$ cat src/rtl/tx_fcs_pad_pkg.sv
// tx_fcs_pad_pkg
//   Shared definitions for the transmit framing path:
//   - 2-bit byte codes carried alongside every stream byte
//   - IEEE 802.3 CRC-32 constants (reflected form)
//   - framer state encoding and byte-count width
//   - fcs_byte(): selects one transmitted FCS byte from the running CRC
package tx_fcs_pad_pkg;

  localparam logic [1:0] PCC_DATA   = 2'b00;
  localparam logic [1:0] PCC_SOP    = 2'b01;
  localparam logic [1:0] PCC_EOP    = 2'b10;
  localparam logic [1:0] PCC_BADEOP = 2'b11;

  localparam logic [31:0] CRC32_POLY_R = 32'hEDB88320;
  localparam logic [31:0] CRC32_INIT   = 32'hFFFFFFFF;

  localparam int unsigned CNT_W   = 11;
  localparam logic [CNT_W-1:0] CNT_MAX = 11'h7FF;

  typedef enum logic [1:0] {
    ST_IDLE = 2'd0,
    ST_DATA = 2'd1,
    ST_PAD  = 2'd2,
    ST_FCS  = 2'd3
  } state_e;

  // The FCS is the complemented CRC, sent least-significant byte first.
  function automatic logic [7:0] fcs_byte(input logic [31:0] crc, input logic [1:0] idx);
    logic [31:0] fcs;
    fcs = ~crc;
    case (idx)
      2'd0:    return fcs[7:0];
      2'd1:    return fcs[15:8];
      2'd2:    return fcs[23:16];
      default: return fcs[31:24];
    endcase
  endfunction

endpackage

$ cat src/rtl/tx_fcs_pad_crc32_byte.sv
// crc32_byte
//   Combinational one-byte step of the reflected IEEE 802.3 CRC-32.
//   Data bits are consumed LSB first. Shared with the receive-side checker.
//   Ports:
//     crc_in  [31:0]  running CRC before this byte
//     data    [7:0]   byte to fold in
//     crc_out [31:0]  running CRC after this byte
module crc32_byte
  import tx_fcs_pad_pkg::*;
(
  input  logic [31:0] crc_in,
  input  logic [7:0]  data,
  output logic [31:0] crc_out
);

  always_comb begin
    crc_out = crc_in;
    for (int i = 0; i < 8; i++) begin
      if (crc_out[0] ^ data[i]) crc_out = (crc_out >> 1) ^ CRC32_POLY_R;
      else                      crc_out = crc_out >> 1;
    end
  end

endmodule

$ cat src/rtl/tx_fcs_pad.sv
// tx_fcs_pad
//   Transmit framing stage: forwards a coded byte stream, pads short frames
//   up to min_frame bytes with pad_byte, and appends the CRC-32 FCS.
//   Output is a single registered entry; 1 byte/clk when downstream is ready.
//   Ports:
//     clk, reset            clock, asynchronous active-high reset
//     c_srdy/c_code/c_data  upstream byte, c_drdy = byte accepted this cycle
//     p_srdy/p_code/p_data  registered downstream byte, p_drdy = taken
module tx_fcs_pad
  import tx_fcs_pad_pkg::*;
#(
  parameter int unsigned min_frame = 60,
  parameter logic [7:0]  pad_byte  = 8'h00
) (
  input  logic       clk,
  input  logic       reset,
  input  logic       c_srdy,
  input  logic [1:0] c_code,
  input  logic [7:0] c_data,
  output logic       c_drdy,
  output logic       p_srdy,
  output logic [1:0] p_code,
  output logic [7:0] p_data,
  input  logic       p_drdy
);

  localparam logic [CNT_W-1:0] MIN_LEN = CNT_W'(min_frame);

  state_e            state_q, state_d;
  logic [CNT_W-1:0]  cnt_q, cnt_d, cnt_inc;
  logic [31:0]       crc_q, crc_d, crc_next;
  logic [1:0]        fcs_idx_q, fcs_idx_d;
  logic              p_srdy_q, p_srdy_d;
  logic [1:0]        p_code_q, p_code_d;
  logic [7:0]        p_data_q, p_data_d;
  logic [7:0]        crc_data;
  logic              load, accept, pad_short;

  // The output register can take a new byte when empty or being drained now.
  assign load      = ~p_srdy_q | p_drdy;
  assign c_drdy    = ((state_q == ST_IDLE) | (state_q == ST_DATA)) & load;
  assign accept    = c_srdy & c_drdy;
  assign cnt_inc   = (cnt_q == CNT_MAX) ? cnt_q : cnt_q + 1'b1;
  // Strict compare: a frame exactly min_frame long is not padded.
  assign pad_short = cnt_inc < MIN_LEN;
  assign crc_data  = (state_q == ST_PAD) ? pad_byte : c_data;

  // crc_q sits at CRC32_INIT in IDLE, so the SOP byte starts a fresh CRC.
  crc32_byte u_crc (
    .crc_in (crc_q),
    .data   (crc_data),
    .crc_out(crc_next)
  );

  always_ff @(posedge clk or posedge reset) begin
    if (reset) begin
      state_q   <= ST_IDLE;
      cnt_q     <= '0;
      crc_q     <= CRC32_INIT;
      fcs_idx_q <= '0;
      p_srdy_q  <= 1'b0;
      p_code_q  <= '0;
      p_data_q  <= '0;
    end else begin
      state_q   <= state_d;
      cnt_q     <= cnt_d;
      crc_q     <= crc_d;
      fcs_idx_q <= fcs_idx_d;
      p_srdy_q  <= p_srdy_d;
      p_code_q  <= p_code_d;
      p_data_q  <= p_data_d;
    end
  end

  always_comb begin
    state_d = state_q;
    case (state_q)
      ST_IDLE: if (accept && c_code == PCC_SOP) state_d = ST_DATA;
      ST_DATA: begin
        if (accept) begin
          if (c_code == PCC_EOP)         state_d = pad_short ? ST_PAD : ST_FCS;
          else if (c_code == PCC_BADEOP) state_d = ST_IDLE;
        end
      end
      ST_PAD:  if (load && !pad_short) state_d = ST_FCS;
      ST_FCS:  if (load && fcs_idx_q == 2'd3) state_d = ST_IDLE;
      default: state_d = ST_IDLE;
    endcase
  end

  always_comb begin
    cnt_d     = cnt_q;
    crc_d     = crc_q;
    fcs_idx_d = fcs_idx_q;
    p_srdy_d  = p_srdy_q;
    p_code_d  = p_code_q;
    p_data_d  = p_data_q;
    if (load) p_srdy_d = 1'b0;
    case (state_q)
      ST_IDLE: begin
        // Non-SOP bytes outside a frame are accepted and dropped.
        if (accept && c_code == PCC_SOP) begin
          p_srdy_d = 1'b1;
          p_code_d = PCC_SOP;
          p_data_d = c_data;
          cnt_d    = 11'd1;
          crc_d    = crc_next;
        end
      end
      ST_DATA: begin
        if (accept) begin
          p_srdy_d = 1'b1;
          p_data_d = c_data;
          if (c_code == PCC_BADEOP) begin
            // Aborted frame: no pad, no FCS, framer rearmed.
            p_code_d = PCC_BADEOP;
            cnt_d    = '0;
            crc_d    = CRC32_INIT;
          end else begin
            // A stray SOP mid-frame is carried as ordinary data.
            p_code_d = PCC_DATA;
            cnt_d    = cnt_inc;
            crc_d    = crc_next;
          end
        end
      end
      ST_PAD: begin
        if (load) begin
          p_srdy_d = 1'b1;
          p_code_d = PCC_DATA;
          p_data_d = pad_byte;
          cnt_d    = cnt_inc;
          crc_d    = crc_next;
        end
      end
      ST_FCS: begin
        if (load) begin
          p_srdy_d  = 1'b1;
          p_code_d  = (fcs_idx_q == 2'd3) ? PCC_EOP : PCC_DATA;
          p_data_d  = fcs_byte(crc_q, fcs_idx_q);
          fcs_idx_d = fcs_idx_q + 2'd1;
          if (fcs_idx_q == 2'd3) begin
            cnt_d = '0;
            crc_d = CRC32_INIT;
          end
        end
      end
      default: ;
    endcase
  end

  assign p_srdy = p_srdy_q;
  assign p_code = p_code_q;
  assign p_data = p_data_q;

endmodule

$ cat config.mk
export PLATFORM = sky130hd
export DESIGN_NAME = tx_fcs_pad
export DESIGN_NICKNAME = d
export VERILOG_FILES = /design/src/rtl/tx_fcs_pad_pkg.sv /design/src/rtl/tx_fcs_pad_crc32_byte.sv /design/src/rtl/tx_fcs_pad.sv
export SDC_FILE = /design/constraint.sdc
export NUM_CORES = 1
export LEC_CHECK = 0
export ABC_CLOCK_PERIOD_IN_PS = 3400
export BUFFER_PORTS_ARGS = -buffer_cell sky130_fd_sc_hd__clkbuf_2
export CORE_MARGIN = 5
export CORE_UTILIZATION = 60
export DETAILED_ROUTE_END_ITERATION = 10
export PLACE_DENSITY = 0.79
export SETUP_SLACK_MARGIN = 0.4
export SLEW_MARGIN = 20
export SYNTH_ARGS = -nofsm -noshare
export SYNTH_HDL_FRONTEND = slang
export SYNTH_SLANG_ARGS = --single-unit
$ cat constraint.sdc
create_clock -name clk -period 3.4 [get_ports clk]
set_input_delay 0.68 -clock clk [delete_from_list [all_inputs] [get_ports clk]]
set_output_delay 0.68 -clock clk [all_outputs]
set_load 0.05 [all_outputs]
======== Yosys cells after proc, flatten, opt, wreduce, memory -nomap -nowiden ========
Index checks and enable logic that the tools add are counted.
storage, ports and cells
  output and inout port bits .............. 12
  bits of input ports ..................... 14
  logic and storage cells ................. 110
  register bits ........................... 58
cells by class
  $add $sub $neg .......................... 2
  order comparisons ....................... 1
  reduce and logical (&&, ||, !) cells .... 11
  bitwise gates (word level) .............. 22
  equal/unequal tests ..................... 18
  multiplexer cells ....................... 49
operators by type and width
  kind                                                          number
  2-to-1 mux 32 bit                                             14
  case mux 32 bit (4 select lines)                              1
  NOT 13 -> 14 bit                                              8
  2-to-1 mux 11 bit                                             7
  case mux 11 bit (4 select lines)                              1
  2-to-1 mux 8 bit                                              5
  NOT 32 bit                                                    1
  case mux 8 bit (4 select lines)                               1
  case mux 8 bit (3 select lines)                               1
  2-to-1 mux 2 bit                                              11
  case mux 2 bit (4 select lines)                               2
  == test 2 bit (second input constant)                         6
  adder 11 x 1 -> 11 bit (second input constant)                1
  == test 11 bit (second input constant)                        1
  less-than comparator 11 x 6 -> 1 bit (second input constant)  1
  != test 2 bit (second input constant)                         5
  AND reduction 5 bit                                           2
  bitwise XOR 1 bit                                             8
  == test 2 x 1 -> 1 bit (second input constant)                3
  2-to-1 mux 1 bit                                              5
  logical NOT 2 bit                                             2
  != test 2 x 1 -> 1 bit (second input constant)                2
  AND reduction 4 bit                                           1
  logical AND 1 bit                                             3
  9 further kinds                                               11

======== Longest topological paths before layout ========
  depth in word-level cells ............... 21
  mapped depth ............................ 8
  mapped depth without buffers ............ 8

======== Cells and area by module ========
From an unflattened synthesis, not the netlist that was laid out.
unflattened totals
  cell total of the unflattened synthesis .. 426
  area, all modules ....................... 3,881.2 µm²
modules (own cells, without submodules)
  module      area each (µm²)  times used  cells each
  tx_fcs_pad  3,111.7          1           356
  crc32_byte  769.5            1           70

======== Least setup slack after synthesis ========
No wires, ideal clock.
  kind .................................... register to register
  start point ............................. register p_srdy_q, in the netlist p_srdy
  end point ............................... register state_q[0]
  arrival ................................. 2.210 ns
  data required time ...................... 3.277 ns
  path slack .............................. 1.067 ns
  stages on the path, launching flop included .. 7
  setup time .............................. 0.123 ns
  clock period less this slack ............ 2.333 ns
  cells stage by stage .................... dfrtp_1 nor2b_1 nor2_1 nand4_1 a211oi_1 o211ai_1 o221a_2
on the way
  cells in the longest elaborated chain, start to end .. 7
  elaborated cells between the ends (all ways) .. 12
RTL lines
  item                              line              text
  from (decl)                       tx_fcs_pad.sv:33  logic p_srdy_q, p_srdy_d;
  from (signal assigned)            tx_fcs_pad.sv:69  p_srdy_q <= p_srdy_d;
  NOT 1 bit *                       tx_fcs_pad.sv:40  assign load = ~p_srdy_q | p_drdy;
  bitwise OR 1 bit *                tx_fcs_pad.sv:40
  AND 1 bit *                       tx_fcs_pad.sv:41  assign c_drdy = ((state_q == ST_IDLE) | (state_q == ST_DATA)) & load;
  named net c_drdy                  tx_fcs_pad.sv:20  output logic c_drdy,
  AND 1 bit *                       tx_fcs_pad.sv:42  assign accept = c_srdy & c_drdy;
  logical AND 1 bit                 tx_fcs_pad.sv:78  ST_IDLE: if (accept && c_code == PCC_SOP) state_d = ST_DATA;
  != test 2 x 1 -> 1 bit (no line)  --
  AND reduction 5 bit (no line) *   --
  to (signal assigned)              tx_fcs_pad.sv:65  state_q <= state_d;
  to (decl)                         tx_fcs_pad.sv:29  state_e state_q, state_d;
Mark *: on every way through the listed nets, which the timed path passes. The rest lies on a longest branch.
A chain may end at the register's enable or synchronous reset.

==> out/results.ini <==
[outcome]
outcome=finished clean

[floorplan]
std_cell_rows=29
fp.dieH_um=90.1
fp.dieArea_sq_um=8110
io_pins=26
die_w_um=90.1
core_area_sq_um=6280
start_util_pct=61.3

[worst_setup_path]
worst_ep_required_time_ns=3.66
critPathLaunchType=flop
worstPathMaxFanout=18
end_kind=flop
critical_path_class=flop to flop
worstPathArrival_ns=2.80

[timing]
finalMaxSlewViolations=0
fin_ws_ns=0.859
fin_setup_tns_ns=0
finalCriticalPeriod_ns=2.54
rsz0062_at_grt=no
fin_skew_ns=0.00749
tightest_slew_ns=0.833
setup_viol=0
max_freq_ghz=0.394
max_slew_margin_pct=44.5
hold_viol_final=0
timing.final.crit_share_pct=74.7

[yosys]
ys_types=54
synth_edf_count=0
yosys_most_used_dff=dfstp_2
synth_warnings=0
synthCells=394
ys_ff_latch=58
synth_top_area_share_pct=21.9
async_reset_ff_share_pct=100
syn_area_sq_um=3850
synthTopCellsByCount=45 x xnor2_1, 36 x nor2_1, 34 x nand2_1
ys_top_cells_by_area=dfstp_2 22%, dfrtp_1 17%, xnor2_1 10%
yosysMostFrequentCell=xnor2_1
syn_area_per_cell_sq_um=9.76
yosysSeqAreaShare_pct=38.8
synth_area_leader_cell=dfstp_2
synth_nets=413

[worst_hold_path]
hold_path_class=input pin to asynchronous set/reset pin

[cts]
tritoncts_num_sinks=58
cts_resized=0
cts_buffer_depth=2
hold_buffers=0
numCtsBuffers=9
path_clk_slew_ns=0.06
post_cts_buffers=0
cts_tree=done
cts_max_level=3
insertion_delay_ns=0.34
root_buffer=clkbuf_8

[placement]
dp_hpwl_mm=6.49
dpl_cell_area_sq_um=4020
io_buffers=25
place_congestion=0.948
post-place-ws_ns=0.893

[detailed_routing]
ant_nets=0
routed_wl_mm=9.36
drt_iter0_drc=258
via_count=2997
wl_met3_um=541
route.met2.wl_mm=4.16
dr.max_layer_used=met4
wl_per_cell_um=18.8
viasPerCell=6.03
wl_met1_mm=4.41
drcViolationCount=0
drtPass1Iterations=4

[layout]
nets=434
fin_area_sq_um=4220
num_antenna_cells=0
final_layout_size_suffix_gt1_share_pct=23.1
fillers=491
syn_to_final_growth_pct=9.60

[global_route]
grt_pass1_vias=2989
grt_overflow=0
grt.total_usage_pct=23.7
grt_antenna_before_repair=0
grt_max_degree=50
grt_pass1_wl_mm=15.5

[job]
maxCapViolCount=0

==> final cells by class <==
class | instances | area [sq um] | area share [%]
Multi-Input combinational cell | 304 | 2220 | 52.6
Clock buffer | 14 | 163 | 3.86
Clock inverter | 2 | 35.0 | 0.831
Tap cell | 77 | 96.3 | 2.29
Timing Repair Buffer | 31 | 170 | 4.04
Inverter | 11 | 42.5 | 1.01
Sequential cell | 58 | 1490 | 35.4
==> final timing paths <==
kind	start	endpoint	slack, ns	depth (start not counted)
worst max-delay path	flop	crc_q[23]	0.86	6
worst min-delay path	reset	state_q[0]	0.46	2
worst max register to register	flop	crc_q[23]	0.86	6
worst min register to register	p_data[6]	p_data[6]	0.47	2
max in group asynchronous	reset	crc_q[24]	2.22	3
min in group clk	p_data[6]	p_data[6]	0.47	2
==> flip-flops by register name, summed over array words and instances (netlist names), named ones only <==
name and cells:
cnt_q 11, p_data 8, fcs_idx_q 2, state_q 1, p_srdy 1, p_code 2
crc_q 32
==> placed cells by master, fill, tap and decap left out, drive strengths merged, types with 2 or more instances in the layout <==
master / Yosys / layout
xnor2: 50 / 50
clkbuf: 14 / 39
nor2: 38 / 38
nand2: 35 / 35
a21oi: 32 / 32
dfstp: 32 / 32
dfrtp: 26 / 26
o21ai: 24 / 24
xor2: 23 / 23
o22a: 13 / 13
a211oi: 12 / 12
inv: 11 / 10
o22ai: 8 / 8
nand3: 7 / 7
nor2b: 7 / 7
xnor3: 6 / 6
buf: 7 / 6
ha: 5 / 5
nand4: 4 / 4
nand2b: 4 / 4
a22oi: 4 / 4
a21o: 3 / 3
o311a: 3 / 3
mux2i: 3 / 3
xor3: 2 / 2
o211ai: 2 / 2
and4: 2 / 2
and3: 2 / 2
nor3: 2 / 2
clkinv: 0 / 2
a31oi: 2 / 2
==> worst max-delay path, cell delays in order (launching register included) <==
cell	delay (ns)
dfrtp_1	0.75
nor2b_4	0.37
nor2_1	0.11
xnor2_2	0.34
xnor3_1	0.52
xor3_1	0.20
a22oi_1	0.18
==> layer usage <==
| layer | GRT usage, % | vias to the layer above |
|---|---|---|
| met5 | 0 | - |
| met4 | 11.3 | 0 |
| met3 | 4.01 | 24 |
| met2 | 35.2 | 120 |
| met1 | 33.6 | 1437 |
| li1 | - | 1416 |
==> cells by family (layout without fill, tap and decap cells) <==
logic type | after synthesis | after routing | synth area share [%]
buffers and inverters | 32 | 58 | 3.64
adders and majority gates | 5 | 5 | 1.63
and+or+nand+nor | 104 | 104 | 12.7
xor gates and xnor gates | 81 | 81 | 23.5
muxes | 4 | 4 | 1.07
DFF | 58 | 58 | 38.8
AOI/OAI and AO/OA | 110 | 110 | 18.7
==> stage by stage <==
step	util, %	instances	hold slack (ns)
after floorplan	-	394	0.489
after global placement	64.0	481	0.460
after detailed placement	64.0	481	0.467
after CTS	67.1	497	0.483
after global routing	67.2	497	0.510
final	67.2	497	0.464
Power is left out: the tool's default activity adds up to more than one toggle a clock period on the data nets, which glitch-free logic cannot reach.
